===== config.mk =====
export PLATFORM = sky130hd
export DESIGN_NAME = sat_add_simd_pipe
export DESIGN_NICKNAME = d
export VERILOG_FILES = /design/src/rtl/sat_add_simd_pipe.sv
export SDC_FILE = /design/constraint.sdc
export NUM_CORES = 1
export LEC_CHECK = 0
export CAP_MARGIN = 20
export CELL_PAD_IN_SITES_DETAIL_PLACEMENT = 1
export CELL_PAD_IN_SITES_GLOBAL_PLACEMENT = 1
export CORE_ASPECT_RATIO = 0.7
export CORE_UTILIZATION = 37
export CTS_CLUSTER_SIZE = 40
export DETAILED_ROUTE_END_ITERATION = 7
export GPL_ROUTABILITY_DRIVEN = 0
export GPL_TIMING_DRIVEN = 0
export PLACE_DENSITY_LB_ADDON = 0.12
export SETUP_SLACK_MARGIN = 0.4
export SYNTH_ARGS = -nofsm -noshare
export SYNTH_HDL_FRONTEND = slang
export SYNTH_SLANG_ARGS = --single-unit

===== constraint.sdc =====
create_clock -name clk -period 2.9 [get_ports clk]
set_input_delay 0.58 -clock clk [delete_from_list [all_inputs] [get_ports clk]]
set_output_delay 0.58 -clock clk [all_outputs]
set_load 0.05 [all_outputs]

===== src/rtl/sat_add_simd_pipe.sv =====
// Two-stage elastic SIMD adder/subtractor: LANES independent LANE_W-bit lanes, signed or
// unsigned, saturate or wrap. Define SAT_ADD_SIMD_STICKY_OVFL_EN to build the sticky overflow register.
module sat_add_simd_pipe #(
    parameter int  LANE_W = 4,
    parameter int  LANES  = 4,
    localparam int W      = LANES * LANE_W
) (
    input  logic             clk,
    input  logic             rst_n,
    input  logic             in_valid,
    output logic             in_ready,
    input  logic [W-1:0]     in_a,
    input  logic [W-1:0]     in_b,
    input  logic             in_sub,
    input  logic             in_uns,
    input  logic             in_sat,
    output logic             out_valid,
    input  logic             out_ready,
    output logic [W-1:0]     out_sum,
    output logic [LANES-1:0] out_ovfl,
    output logic [LANES-1:0] sticky_ovfl,
    input  logic             sticky_clr
);

    typedef struct packed {
        logic [W-1:0] a;
        logic [W-1:0] b;
        logic         sub;
        logic         uns;
        logic         sat;
    } op_t;

    op_t              s1_q, s1_d;
    logic             s1_valid_q, s1_valid_d;
    logic             out_valid_q, out_valid_d;
    logic [W-1:0]     out_sum_q, out_sum_d;
    logic [LANES-1:0] out_ovfl_q, out_ovfl_d;

    logic             s1_en;
    logic             s2_en;
    logic [W-1:0]     lane_sum;
    logic [LANES-1:0] lane_ovfl;

    // Each stage may advance when it is empty or its occupant is leaving this cycle.
    always_comb begin : handshake
        s2_en = ~out_valid_q | out_ready;
        s1_en = ~s1_valid_q | s2_en;
    end

    assign in_ready = s1_en;

    // NOTE: every always_comb output gets a default first so no path leaves it unassigned (no latch).
    always_comb begin : s1_next
        s1_valid_d = s1_valid_q;
        s1_d       = s1_q;
        if (s1_en) begin
            s1_valid_d = in_valid;
            if (in_valid) begin
                s1_d.a   = in_a;
                s1_d.b   = in_b;
                s1_d.sub = in_sub;
                s1_d.uns = in_uns;
                s1_d.sat = in_sat;
            end
        end
    end

    // Per-lane add of a + (sub ? ~b : b) + sub, one extra bit to expose the carry/borrow.
    always_comb begin : lane_math
        logic [LANE_W-1:0] a_l;
        logic [LANE_W-1:0] b_eff;
        logic [LANE_W-1:0] r;
        logic [LANE_W-1:0] sat_val;
        logic [LANE_W:0]   ext;
        logic              ovfl;

        lane_sum  = '0;
        lane_ovfl = '0;
        a_l       = '0;
        b_eff     = '0;
        r         = '0;
        sat_val   = '0;
        ext       = '0;
        ovfl      = 1'b0;

        for (int i = 0; i < LANES; i++) begin
            a_l   = s1_q.a[i*LANE_W +: LANE_W];
            b_eff = s1_q.sub ? ~s1_q.b[i*LANE_W +: LANE_W] : s1_q.b[i*LANE_W +: LANE_W];
            ext   = {1'b0, a_l} + {1'b0, b_eff} + {{LANE_W{1'b0}}, s1_q.sub};
            r     = ext[LANE_W-1:0];

            if (s1_q.uns) begin
                // Add overflows on carry out; subtract underflows when no carry (a borrow).
                ovfl    = ext[LANE_W] ^ s1_q.sub;
                sat_val = {LANE_W{~s1_q.sub}};
            end else begin
                ovfl    = (a_l[LANE_W-1] == b_eff[LANE_W-1]) && (r[LANE_W-1] != a_l[LANE_W-1]);
                // Negative operands clamp to min (1000..), positive to max (0111..).
                sat_val = {a_l[LANE_W-1], {(LANE_W-1){~a_l[LANE_W-1]}}};
            end

            lane_sum[i*LANE_W +: LANE_W] = (ovfl && s1_q.sat) ? sat_val : r;
            lane_ovfl[i]                 = ovfl;
        end
    end

    // A bubble advancing into S2 clears out_valid but leaves the result registers untouched.
    always_comb begin : s2_next
        out_valid_d = out_valid_q;
        out_sum_d   = out_sum_q;
        out_ovfl_d  = out_ovfl_q;
        if (s2_en) begin
            out_valid_d = s1_valid_q;
            if (s1_valid_q) begin
                out_sum_d  = lane_sum;
                out_ovfl_d = lane_ovfl;
            end
        end
    end

    // NOTE: sequential state uses non-blocking assignments so all flops update from pre-edge values.
    always_ff @(posedge clk or negedge rst_n) begin
        if (!rst_n) begin
            s1_valid_q  <= 1'b0;
            out_valid_q <= 1'b0;
            out_sum_q   <= '0;
            out_ovfl_q  <= '0;
        end else begin
            s1_valid_q  <= s1_valid_d;
            out_valid_q <= out_valid_d;
            out_sum_q   <= out_sum_d;
            out_ovfl_q  <= out_ovfl_d;
        end
    end

    // NOTE: the S1 operand payload is qualified by s1_valid_q, so it needs no reset.
    always_ff @(posedge clk) begin
        s1_q <= s1_d;
    end

    assign out_valid = out_valid_q;
    assign out_sum   = out_sum_q;
    assign out_ovfl  = out_ovfl_q;

`ifdef SAT_ADD_SIMD_STICKY_OVFL_EN
    logic [LANES-1:0] sticky_q, sticky_d;

    // Clear wins over a same-cycle set from an outgoing overflow.
    always_comb begin : sticky_next
        sticky_d = sticky_q;
        if (sticky_clr) begin
            sticky_d = '0;
        end else if (out_valid_q && out_ready) begin
            sticky_d = sticky_q | out_ovfl_q;
        end
    end

    always_ff @(posedge clk or negedge rst_n) begin
        if (!rst_n) begin
            sticky_q <= '0;
        end else begin
            sticky_q <= sticky_d;
        end
    end

    assign sticky_ovfl = sticky_q;
`else
    logic unused_sticky_clr;

    assign unused_sticky_clr = sticky_clr;
    assign sticky_ovfl       = '0;
`endif

endmodule

# == After elaboration in Yosys (flattened, before gate mapping) ==
# Cells that the tools add are included.
# totals
register_bits,57
latch_bits,0
ramBits,0
mem_bits_ro,0
in_bits,40
output_inout_bits,26
elab_cells,68
n_memories,0
# classes
addsub,8
mul,0
div_mod_pow,0
order_cmp,0
n_eq_ne,8
n_shift,0
mux,16
n_bitwise,17
reduce_logical,10
# op_table
op,n
$mux W4,12
$add A4 B4 Y5,4
$add A5 B1 Y5,4
$not A4 Y4,4
$logic_and A1 B1 Y1,8
$not A1 Y1,7
$eq A1 B1 Y1,4
$mux W1,4
$ne A1 B1 Y1,4
$reduce_and A2 Y1,2
$xor A1 B1 Y1,4
$or A1 B1 Y1,2

# == Longest topological paths before layout ==
# depth
depth_word,9
ltp_mapped,10
ltp_nobuf,8

# == Least setup slack after synthesis ==
# Ideal clock, no wire load.
# synth_path
path_kind,reg2reg
start,register s1_q[2] (netlist name)
end,register out_sum_q[14] (netlist: out_sum[14])
setup_time_ns,0.126
arrival_time_ns,2.709
t_required_ns,2.774
setup_slack_ns,0.065
stages_incl_launch_ff,11
n_path_buf,2
period_less_slack_ns,2.835
path_cell_list,edfxtp_1 > buf_2 > buf_2 > xor2_1 > inv_1 > fa_1 > nand2b_1 > a21oi_1 > mux2i_1 > a211oi_1 > a221o_1
# synth_via
elab_chain_cells,8
word_cells_on_any_way,12
classes_between,add/sub: 2; eq/ne: 2; mux: 4; bitwise: 2; reduce/logical: 2
# synth_lines
element,line,source
"start, declared",33,"op_t s1_q, s1_d;"
"start signal, assigned",138,s1_q <= s1_d;
$mux W4,88,b_eff = s1_q.sub ? ~s1_q.b[i*LANE_W +: LANE_W] : s1_q.b[i*LANE_W +: LANE_W];
$add A4 B4 Y5,89,"ext = {1'b0, a_l} + {1'b0, b_eff} + {{LANE_W{1'b0}}, s1_q.sub};"
$add A5 B1 Y5,89,
$ne A1 B1 Y1,97,ovfl = (a_l[LANE_W-1] == b_eff[LANE_W-1]) && (r[LANE_W-1] != a_l[LANE_W-1]);
$logic_and A1 B1 Y1,97,
$mux W1,92,if (s1_q.uns) begin
$logic_and A1 B1 Y1,102,lane_sum[i*LANE_W +: LANE_W] = (ovfl && s1_q.sat) ? sat_val : r;
$mux W4 (*),102,
"end signal, assigned",131,out_sum_q <= out_sum_d;
"end, declared",36,"logic [W-1:0] out_sum_q, out_sum_d;"
# Mark *: on every way between the ends. The rest lies on a longest branch, timed or not.
# A chain may end at the register's enable or synchronous reset.

# == Worst setup path in the final report ==
# layout_path
start,register s1_q[2] (netlist name)
end,register out_sum_q[6] (netlist: out_sum[6])
# Same word-level chain as after synthesis.

==> qor.yml <==
min_period_over_period_pct: 89.8
row_count: 27
synthTopCellsByArea: "edfxtp_1, dfrtp_1, ha_1"
hold_path.class: "flip-flop to flip-flop"
hold_viol: 0
tritoncts: "done"
async_reset_ff_share_pct: 38.6
clkTransAtPathRegs_ns: 0.05
peakVddDrop_mv: 0.469
die-width_um: 113
dp_slack_ns: -0.167
cts_sinks: 57
synth.avg_cell_area_um2: 11.7
synthFlopType: "edfxtp_1"
yosysWarnings: 0
grt_pass1_wl_um: 14000
drc: 0
syn_to_final_growth_pct: 47.9
htreeDepth: 3
synthDistinctLibCells: 52
rsz0062_at_grt: "yes"
overflow: 0
cp-start-kind: "flip-flop"
vias_per_cell: 5.26
whs_ns: 0.502
route.vias.total: 2511
place_area_mm2: 0.00399
r2r_cells: 9
cp_data_required_time_ns: 3.12
syn_inst: 273
tns_ns: 0
critical_path.top_delay_family: "compound AO/OA/AOI/OAI gates"
status: "complete, no violations"
holdPathStages: 2
die-area_mm2: 0.00899
synth_edf_count: 35
clockRootBuffer: "clkbuf_16"
final_nets: 430
power.density_mw_per_mm2: 718
portBuffers: 60
power.total_mw: 3.38
r2r_end: "out_sum[6]"
track_usage_pct: 21.5
pin_count: 66
holdPathEnd: "out_ovfl[1]"
synth_top_area_share_pct: 33.0
start_util_pct: 39.3
firstDrtPassIters: 4
wl_per_cell_um: 18.2
synth_area_mm2: 0.00319
path_buf_inv: 2
synth_most_common_cell: "edfxtp_1"
hold_start: "out_ovfl[1]"
place_hpwl_um: 5770
finalClockSkew_ns: 0.00739
synth_common_cells: "edfxtp_1, dfrtp_1, xor2_1"
worst-setup-path-type: "flip-flop to flip-flop"
die_h_um: 79.6
max-clock-path-buffers: 2
initialDrtViolationCount: 157
final_area_mm2: 0.00471
cts_buffers: 9
worst_path_max_delay_cell: "edfxtp_1"
r2r_start: "s1_q[2]"
maxCapViolCount: 0
slew_headroom_pct: 43.2
ff2ff_setup_slack_ns: 0.29
worstSetupStartpoint: "s1_q[2]"
fin_crit_ns: 2.61
worstPathArrival_ns: 2.82
drive_gt1_share_pct: 24.7
worst_pin_slew_ns: 0.853
yosys_register_bits: 57
antenna_found_initial: 0
placedCellCount: 438
fmax_mhz: 384
grt_pass1_vias: 2686
synth.largest_area_cell: "edfxtp_1"
diodes: 0
ys_seq_area_share_pct: 50.3
drv_slew: 0
layout_setup_ws_ns: 0.294
cp-end-kind: "flip-flop"
final-setup-viol-count: 0
finish.utilization_pct: 58.1
clkLatencyLatePin_ns: 0.33
ant_nets: 0
cp_slowest_stage_delay_ns: 0.44
power.leakage_nw: 1.90
path_cells: "buf_6 -> buf_12 -> xor2_2 -> ha_1 -> and3b_2 -> o21a_1 -> nor3b_4 -> a211oi_2 -> a221o_1"
fin_cells: 477
core_area_mm2: 0.00811
hold_buffers: 0
wl_um: 8690
grt_max_degree: 36
cp_max_fo: 5
[cell families (layout without fill, tap and decap cells)]
logic type,count (synthesis),after routing,synth area share [%]
adders and majority gates,19,19,8.41
DFF,57,57,50.3
muxes,9,9,2.83
AOI/OAI and AO/OA,63,63,15.4
buffers and inverters,29,129,4.05
xor gates and xnor gates,26,26,7.15
and+or+nand+nor,69,69,11.7
other,1,4,0.118
[cell usage in the layout, fill, tap and decap left out, types with 3 or more instances in the layout]
cell type        netlist  final
clkinv_2               0      5
a221o_1               13     13
nand3_1                5      5
edfxtp_1              35     35
dfrtp_1               22     22
a21oi_1               15     13
nor2b_1                4      3
ha_2                   0      3
nand2_1               16     16
clkbuf_16              0      9
buf_12                 0      3
conb_1                 1      4
nor3_2                 0      3
ha_1                  15     11
and2_1                 4      3
xnor2_1                6      6
nor3_1                 6      3
xor2_1                20     13
nor2_1                12     12
clkbuf_1               4      4
inv_1                 16     15
o21ai_0               10      6
o21ai_2                3      5
fa_2                   0      4
xor2_2                 0      6
mux2i_1                9      7
a211oi_2               1      3
nand3b_1               3      3
buf_4                  4     23
clkdlybuf4s50_1        0     59
nand2b_1               5      4
[tightest hold or removal path, stage by stage (launching register included)]
cell and delay [ns]:
dfrtp_1 0.34, nand2_1 0.06, o21ai_1 0.06
[state kept, by name (all words and copies together), names as in the netlist]
register	cells
out_ovfl	4
out_sum	16
lane_math.a_l	4
out_valid	1
s1_valid_q	1
s1_q	31
[area by class of cell]
class	instances	area [µm²]
plain buffers	13	90.1
fillers	848	3400
clock inverters	7	85.1
clock buffers	9	225
inverters	16	60.1
well taps	101	126
multi-input cells	190	1690
repair buffers	84	836
flip-flops and latches	57	1600
[metal layers]
metal	vias to the layer above	GRT usage (%)	wire length, µm
li1	1187	-	-
met1	1261	27.8	4170
met2	55	34.8	4080
met3	8	6.38	361
met4	0	6.71	81
met5	-	0	0
[power by group]
group	switching (mW)	total (mW)	internal (mW)
Combinational	0.708	1.20	0.490
Sequential	0.0826	1.08	0.993
Clock	0.369	1.11	0.742
[worst max-delay path by stage]
stage / to / slack, ns / cells past startpoint
finish: out_sum[6] / 0.29 / 9
detailed placement: out_sum[14] / -0.17 / 10
CTS: out_sum[5] / 0.31 / 9
global route: out_sum[6] / 0.19 / 10
global placement: out_sum[13] / -0.1 / 10
floorplan: out_sum[13] / 0.37 / 10
[repair_timing]
action / CTS / global route
pin swaps: 20 / 9
buffers inserted: 18 / 4
gates resized for setup: 27 / 14
cloned: 1 / 0
endpoints found under the setup margin: 21 / 19
Note: power is estimated with default switching activity, not from simulation.
